$ cat config.mk
export PLATFORM = sky130hd
export DESIGN_NAME = ps2_kbd_ctrl_flat
export DESIGN_NICKNAME = d
export VERILOG_FILES = /design/src/rtl/ps2_kbd_ctrl_pkg.sv /design/src/rtl/ps2_kbd_ctrl_if.sv /design/src/rtl/ps2_ev_fifo.sv /design/src/rtl/ps2_kbd_ctrl.sv /design/src/flat_wrapper.sv
export SDC_FILE = /design/constraint.sdc
export NUM_CORES = 1
export LEC_CHECK = 0
export BUFFER_PORTS_ARGS = -buffer_cell sky130_fd_sc_hd__buf_2
export CAP_MARGIN = 20
export CORE_MARGIN = 2
export CORE_UTILIZATION = 30
export DETAILED_ROUTE_END_ITERATION = 8
export GPL_TIMING_DRIVEN = 0
export HOLD_SLACK_MARGIN = 0.12
export PLACE_DENSITY = 0.51
export SYNTH_ARGS = -nofsm -noshare
export SYNTH_HDL_FRONTEND = slang
export SYNTH_SLANG_ARGS = --single-unit
$ cat constraint.sdc
create_clock -name clk -period 4.2 [get_ports clk]
set_input_delay 0.21 -clock clk [delete_from_list [all_inputs] [get_ports clk]]
set_output_delay 0.21 -clock clk [all_outputs]
set_load 0.02 [all_outputs]
$ cat src/rtl/ps2_kbd_ctrl_pkg.sv
// Shared constants and types for the PS/2 scan-code controller.
package ps2_kbd_ctrl_pkg;

  typedef enum logic [1:0] {
    StIdle    = 2'd0,
    StGotE0   = 2'd1,
    StGotF0   = 2'd2,
    StGotE0F0 = 2'd3
  } ps2_state_e;

  localparam logic [7:0] PfxExt = 8'hE0;
  localparam logic [7:0] PfxBrk = 8'hF0;
  localparam logic [7:0] BatOk  = 8'hAA;
  localparam logic [7:0] Ack    = 8'hFA;
  localparam logic [7:0] Resend = 8'hFE;
  localparam logic [7:0] Err0   = 8'h00;
  localparam logic [7:0] Err1   = 8'hFF;

  // Event layout: {ext, brk, code}.
  localparam int unsigned EvW = 10;

  function automatic logic [EvW-1:0] pack_ev(logic [7:0] code, logic ext, logic brk);
    return {ext, brk, code};
  endfunction

endpackage

$ cat src/rtl/ps2_kbd_ctrl_if.sv
// Key-event valid/ready channel between the controller and its consumer.
interface ps2_kbd_ctrl_if;
    logic       ev_valid;
    logic       ev_ready;
    logic [7:0] ev_code;
    logic       ev_ext;
    logic       ev_brk;

    modport master (output ev_valid, output ev_code, output ev_ext, output ev_brk,
                    input ev_ready);
    modport slave  (input ev_valid, input ev_code, input ev_ext, input ev_brk,
                    output ev_ready);
endinterface

$ cat src/rtl/ps2_ev_fifo.sv
// Show-ahead synchronous FIFO; the head entry is visible on rdata while not empty.
module ps2_ev_fifo #(
    parameter int unsigned Depth = 4,
    parameter int unsigned Width = 10
) (
    input  logic             clk,
    input  logic             reset,
    input  logic             push,
    input  logic             pop,
    input  logic [Width-1:0] wdata,
    output logic [Width-1:0] rdata,
    output logic             full,
    output logic             empty,
    output logic             overflow
);
    localparam int unsigned AW = (Depth > 1) ? $clog2(Depth) : 1;

    logic [Width-1:0] mem_q [Depth];
    logic [AW-1:0]    wr_ptr_q, rd_ptr_q;
    logic [AW:0]      cnt_q, cnt_d;
    logic             ovf_q;
    logic             do_push, do_pop;

    assign empty    = (cnt_q == '0);
    assign full     = (cnt_q == (AW+1)'(Depth));
    assign do_pop   = pop & ~empty;
    // A pop in the same cycle frees the slot, so a push at full still lands.
    assign do_push  = push & (~full | do_pop);
    assign rdata    = mem_q[rd_ptr_q];
    assign overflow = ovf_q;

    always_comb begin
        cnt_d = cnt_q;
        unique case ({do_push, do_pop})
            2'b10:   cnt_d = cnt_q + (AW+1)'(1);
            2'b01:   cnt_d = cnt_q - (AW+1)'(1);
            default: cnt_d = cnt_q;
        endcase
    end

    always_ff @(posedge clk or posedge reset) begin
        if (reset) begin
            wr_ptr_q <= '0;
            rd_ptr_q <= '0;
            cnt_q    <= '0;
            ovf_q    <= 1'b0;
        end else begin
            if (do_push) wr_ptr_q <= wr_ptr_q + AW'(1);
            if (do_pop)  rd_ptr_q <= rd_ptr_q + AW'(1);
            cnt_q <= cnt_d;
            if (push & full & ~do_pop) ovf_q <= 1'b1;
        end
    end

    always_ff @(posedge clk) begin
        if (do_push) mem_q[wr_ptr_q] <= wdata;
    end

endmodule

$ cat src/rtl/ps2_kbd_ctrl.sv
// PS/2 scan-code controller: parses E0/F0 prefixes into key events and queues them.
module ps2_kbd_ctrl
    import ps2_kbd_ctrl_pkg::*;
#(
    parameter int unsigned FIFO_DEPTH  = 4,
    parameter int unsigned TIMEOUT_CYC = 250000
) (
    input  logic                 clk,
    input  logic                 reset,
    input  logic                 enable,
    input  logic                 rx_done_tick,
    input  logic [7:0]           rx_data,
    output logic                 rx_en,
    output logic                 err_tick,
    output logic                 overflow,
    ps2_kbd_ctrl_if.master       ev
);
    localparam int unsigned TW = $clog2(TIMEOUT_CYC);

    ps2_state_e     state_q, state_d;
    logic [TW-1:0]  timer_q, timer_d;
    logic           timeout;
    logic           push;
    logic [EvW-1:0] push_ev;
    logic [EvW-1:0] head_ev, out_ev;
    logic           err_d, err_q;
    logic           rx_en_q;
    logic           fifo_full, fifo_empty;

    // A byte arriving in the expiry cycle wins over the timeout.
    assign timeout = (state_q != StIdle) && !rx_done_tick &&
                     (timer_q == TW'(TIMEOUT_CYC - 1));

    always_ff @(posedge clk or posedge reset) begin
        if (reset) state_q <= StIdle;
        else       state_q <= state_d;
    end

    always_comb begin
        state_d = state_q;
        if (rx_done_tick) begin
            unique case (state_q)
                StIdle: begin
                    if (rx_data == PfxExt)      state_d = StGotE0;
                    else if (rx_data == PfxBrk) state_d = StGotF0;
                end
                StGotE0: begin
                    if (rx_data == PfxBrk)      state_d = StGotE0F0;
                    else if (rx_data != PfxExt) state_d = StIdle;
                end
                default: state_d = StIdle;
            endcase
        end else if (timeout) begin
            state_d = StIdle;
        end
    end

    always_comb begin
        push    = 1'b0;
        err_d   = 1'b0;
        push_ev = pack_ev(rx_data, 1'b0, 1'b0);
        if (rx_done_tick) begin
            unique case (state_q)
                StIdle: begin
                    unique case (rx_data)
                        PfxExt, PfxBrk, BatOk, Ack, Resend: ;
                        Err0, Err1: err_d = 1'b1;
                        default:    push  = 1'b1;
                    endcase
                end
                StGotE0: begin
                    push    = (rx_data != PfxExt) && (rx_data != PfxBrk);
                    push_ev = pack_ev(rx_data, 1'b1, 1'b0);
                end
                StGotF0: begin
                    push    = (rx_data != PfxExt) && (rx_data != PfxBrk);
                    err_d   = !push;
                    push_ev = pack_ev(rx_data, 1'b0, 1'b1);
                end
                default: begin
                    push    = (rx_data != PfxExt) && (rx_data != PfxBrk);
                    err_d   = !push;
                    push_ev = pack_ev(rx_data, 1'b1, 1'b1);
                end
            endcase
        end else if (timeout) begin
            err_d = 1'b1;
        end
    end

    always_comb begin
        timer_d = timer_q + TW'(1);
        if (rx_done_tick || (state_q == StIdle) || timeout) timer_d = '0;
    end

    always_ff @(posedge clk or posedge reset) begin
        if (reset) begin
            timer_q <= '0;
            err_q   <= 1'b0;
            rx_en_q <= 1'b0;
        end else begin
            timer_q <= timer_d;
            err_q   <= err_d;
            rx_en_q <= enable & ~fifo_full;
        end
    end

    ps2_ev_fifo #(
        .Depth (FIFO_DEPTH),
        .Width (EvW)
    ) u_fifo (
        .clk      (clk),
        .reset    (reset),
        .push     (push),
        .pop      (ev.ev_ready),
        .wdata    (push_ev),
        .rdata    (head_ev),
        .full     (fifo_full),
        .empty    (fifo_empty),
        .overflow (overflow)
    );

    // Head is forced to zero while empty so idle outputs match reset values.
    assign out_ev      = fifo_empty ? '0 : head_ev;
    assign ev.ev_valid = ~fifo_empty;
    assign ev.ev_ext   = out_ev[9];
    assign ev.ev_brk   = out_ev[8];
    assign ev.ev_code  = out_ev[7:0];
    assign rx_en       = rx_en_q;
    assign err_tick    = err_q;

endmodule

$ cat src/flat_wrapper.sv
// flat-port wrapper written by rule: the top's interface ports become plain ports
module ps2_kbd_ctrl_flat import ps2_kbd_ctrl_pkg::*;
#(
    parameter int unsigned FIFO_DEPTH  = 4,
    parameter int unsigned TIMEOUT_CYC = 250000
)
  (clk, reset, enable, rx_done_tick, rx_data, rx_en, err_tick, overflow, ev_ev_valid, ev_ev_code, ev_ev_ext, ev_ev_brk, ev_ev_ready);
  ps2_kbd_ctrl_if ev_i ();
  input  logic clk;
  input  logic reset;
  input  logic enable;
  input  logic rx_done_tick;
  input  logic [7:0] rx_data;
  output logic rx_en;
  output logic err_tick;
  output logic overflow;
  output wire logic [$bits(ev_i.ev_valid)-1:0] ev_ev_valid;
  output wire logic [$bits(ev_i.ev_code)-1:0] ev_ev_code;
  output wire logic [$bits(ev_i.ev_ext)-1:0] ev_ev_ext;
  output wire logic [$bits(ev_i.ev_brk)-1:0] ev_ev_brk;
  input wire logic [$bits(ev_i.ev_ready)-1:0] ev_ev_ready;
  assign ev_ev_valid = ev_i.ev_valid;
  assign ev_ev_code = ev_i.ev_code;
  assign ev_ev_ext = ev_i.ev_ext;
  assign ev_ev_brk = ev_i.ev_brk;
  assign ev_i.ev_ready = ev_ev_ready;
  ps2_kbd_ctrl #(.FIFO_DEPTH(FIFO_DEPTH), .TIMEOUT_CYC(TIMEOUT_CYC)) u_core (.clk(clk), .reset(reset), .enable(enable), .rx_done_tick(rx_done_tick), .rx_data(rx_data), .rx_en(rx_en), .err_tick(err_tick), .overflow(overflow), .ev(ev_i));
endmodule
==> summary.md <==
| Metric | Value |
|---|---|
| Ys async rst share | 42.9% |
| Layout cells sized above 1 | 23.4% |
| Synth Area in Adders | 2.57% |
| Slew HR | 54.8% |
| P&R area growth vs syn | 16.2% |
| Wirelength per Cell | 14.7 um |
| Max FO, Critical Path | 7 |
| Kind of critical path | register to register |
| Input/output buffers | 25 |
| FILL cells | 1044 |
| TNS Setup | 0 ns |
| RSZ-0062 raised after global routing | false |
| Pins Over Slew Limit | 0 |
| First-pass GRT wire length | 10400 um |
| DRC | 0 |
| Setup Fix Bufs, Post-CTS | 0 |
| VDD IR max | 0.000237 V |
| Final setup fails | 0 |
| Comb power frac | 32.1% |
| Final instance area | 3740 sq um |
| Main combinational cell family by area after synthesis | simple AND/OR/NAND/NOR gates |
| Netlist Area Pre-Place | 3220 sq um |
| Worst slew pin tran | 0.679 ns |
| Final Net Count | 301 |
| Status | finished clean |
| Critical Path RT | 4.46 ns |
| Synthesis-stage register bit count | 70 |
| Area post-placement | 3530 sq um |
| Cells along the critical path | nor2_1 -> o2111ai_2 -> o21ai_2 -> nor2_1 -> fa_1 -> inv_1 -> o211ai_1 -> o32a_1 -> o211ai_2 |
| Post-CTS sizing | 0 |
| Synth Area in XOR/XNOR | 5.44% |
| Reg-to-reg startpoint | u_core.state_q[1] |
| Final GP Congestion | 0.755 |
| Crit path launch type | register |
| Crit-path leading delay family | compound AO/OA/AOI/OAI gates |
| Worst hold path type | input port to register |
| Worst Skew | 0.00993 ns |
| CP peak stage delay | 0.45 ns |
| Seq pwr share | 43.0% |
| Diodes inserted | 0 |
| Pint | 1.41 mW |
| Initial antenna violation count | 0 |
| Synthesized instance count | 243 |
| Initial detailed-routing violation count | 54 |
| I/O pin count | 27 |
| Proportion of synthesized area in mux cells | 7.77% |
| Skew-Pair Late Insertion Delay | 0.34 ns |
| Vias in the first global route | 2003 |
| Max_cap viols | 0 |
| Total global routing overflow | 0 |
| Area contributors post-synth | edfxtp_1 (37%), dfrtp_1 (23%), mux4_2 (7.0%) |
| H-tree lvl count | 3 |
| Worst Hold Launch | rx_data[7] |
| Starting Density | 31.0% |
| Post-CTS Hold Fix Bufs | 2 |
| Clk pin slew, worst setup/hold paths | 0.08 ns |
| Switching share of total power | 32.8% |
| Fin crit period | 2.50 ns |
| Clk pwr share | 24.9% |
| Die W | 108 um |
| Crit-path slowest cell | dfrtp_1 |
| Via count | 1950 |
| Sw power | 0.688 mW |
| Worst path buffer plus inverter count | 1 |
| Pwr Density | 561 nW/um^2 |
| Detail Route Antenna Nets | 0 |
| Top achievable clock speed | 0.399 GHz |
| Post-synth top flop | edfxtp_1 |
| Die ar. | 11600 sq um |
| Core Area | 10400 sq um |
| Hold Vio Cnt, Final | 0 |
| Drt pass-1 iters | 4 |
| DP HPWL | 4210 um |
| Sink Count | 70 |
| Compound-gate portion of the synthesized area | 5.56% |
| Net count after synthesis | 262 |
| Leakage | 1.37 nW |
| Most frequent cell on the critical path | nor2_1 |
| Post-synth top area share | 37.3% |
| Post-Synth Simple-Gate Area | 16.2% |
| Row Count | 37 |
| Post-synthesis sequential area ratio | 60.6% |
| CTS tree | done |
| Pin count of the biggest net entering global routing | 24 |
| Root Driver | clkbuf_8 |
| Crit end category | register |
| Worst Setup SP | u_core.state_q[1] |
| Vias per Instance | 4.62 |
| WL final | 6190 um |
| Synth cell types | 43 |
| Number of synthesis warnings | 0 |
| Syn Area/Cell | 13.2 sq um |
| Clock tree buffer depth | 2 |
| Final Cycle Share | 59.6% |
| Crit path arrival time | 2.76 ns |
| Area of the multi-input gates | 1210 sq um |
| Storage cell area | 1950 sq um |
| Total Routing Usage GR | 11.9% |
| Num CTS Buffers | 9 |
| Leading area contributor after synthesis | edfxtp_1 |
| EDFF count, synth | 40 |
| Layout Utilization | 36.1% |
| Die H | 108 um |
## per-layer routing
metal	vias up	share of wire, %	track usage, %
li1	963	-	-
met1	936	49	15.4
met2	41	44	18.2
met3	10	5.5	4.30
met4	0	1.6	4.49
met5	-	0	0
## power groups by stage
stage | sequential [mW] | clock, mW | combinational (mW)
final | 0.903 | 0.523 | 0.673
after global routing | 0.917 | 0.565 | 0.746
after CTS | 0.906 | 0.541 | 0.691
after detailed placement | 0.919 | 0 | 0.685
after global placement | 0.914 | 0 | 0.678
after floorplan | 0.911 | 0 | 0.495
## Yosys cell counts (2+ instances only)
master,n
nor4b_1,2
nor3_1,3
dfrtp_1,30
o21ai_0,3
mux4_2,10
nand4_1,5
and2_1,17
xor2_1,8
nor2b_1,2
nor4_1,5
o211ai_1,3
o21ai_2,2
ha_1,5
clkbuf_1,3
inv_1,10
nand2_1,16
buf_2,2
a21oi_1,2
nor2_1,28
edfxtp_1,40
xnor2_1,12
or3_1,2
nand3_1,13
## layout make-up
type                            instances  area share, %
Tap cell                              136           4.55
Clock buffer                            9           3.31
Multi-Input combinational cell        158           32.3
Buffer                                  5          0.568
Timing Repair Buffer                   28           4.41
Inverter                               10           1.00
Clock inverter                          6           1.71
Sequential cell                        70           52.2
## registers in the layout, summed over array words and instances, names as in the netlist
register,count
u_core.u_fifo.overflow,1
u_core.u_fifo.rd_ptr_q,2
u_core.u_fifo.mem_q,40
u_core.rx_en,1
u_core.timer_q,18
u_core.u_fifo.wr_ptr_q,2
u_core.u_fifo.cnt_q,3
u_core.state_q,2
u_core.err_tick,1
## layout by cell type, fill, tap and decap left out, types with 3 or more instances in the layout
cell and n:
and2_1 17, buf_2 27, clkbuf_1 3, clkbuf_8 9
dfrtp_1 30, edfxtp_1 40, ha_1 5, inv_1 10
mux4_2 10, nand2_1 16, nand3_1 13, nand4_1 5
nor2_1 28, nor3_1 3, nor4_1 5, o211ai_1 3
o21ai_0 3, xnor2_1 12, xor2_1 8
## through the flow
| stage | hold slack [ns] | setup WS [ns] | total power, mW | cells |
|---|---|---|---|---|
| 2_1_floorplan | 0.301 | 2.00 | 1.41 | 243 |
| 3_3_place_gp | 0.427 | 1.72 | 1.59 | 404 |
| 3_5_place_dp | 0.208 | 1.70 | 1.60 | 405 |
| 4_1_cts | 0.131 | 1.66 | 2.14 | 422 |
| 5_1_grt | 0.142 | 1.53 | 2.23 | 422 |
| 6_report | 0.148 | 1.70 | 2.10 | 422 |
## kinds of logic after synthesis
kind of cell	count (synthesis)
AO/OA/AOI/OAI	20
multiplexers	12
adder cells (fa/ha/maj)	6
AND/OR/NAND/NOR	100
buffers and inverters	15
flip-flops	70
XOR/XNOR	20
## final timing paths
kind,cells after the start,slack (ns),to
max in group asynchronous,4,3.37,u_core.u_fifo.wr_ptr_q[1]
max reg2reg,9,1.70,u_core.u_fifo.cnt_q[2]
min reg2reg,1,0.46,u_core.timer_q[0]
min in group asynchronous,3,0.38,u_core.u_fifo.cnt_q[1]
max,9,1.70,u_core.u_fifo.cnt_q[2]
min,1,0.15,u_core.u_fifo.mem_q[1][7]
No activity file was read; power rests on OpenSTA's default activity.
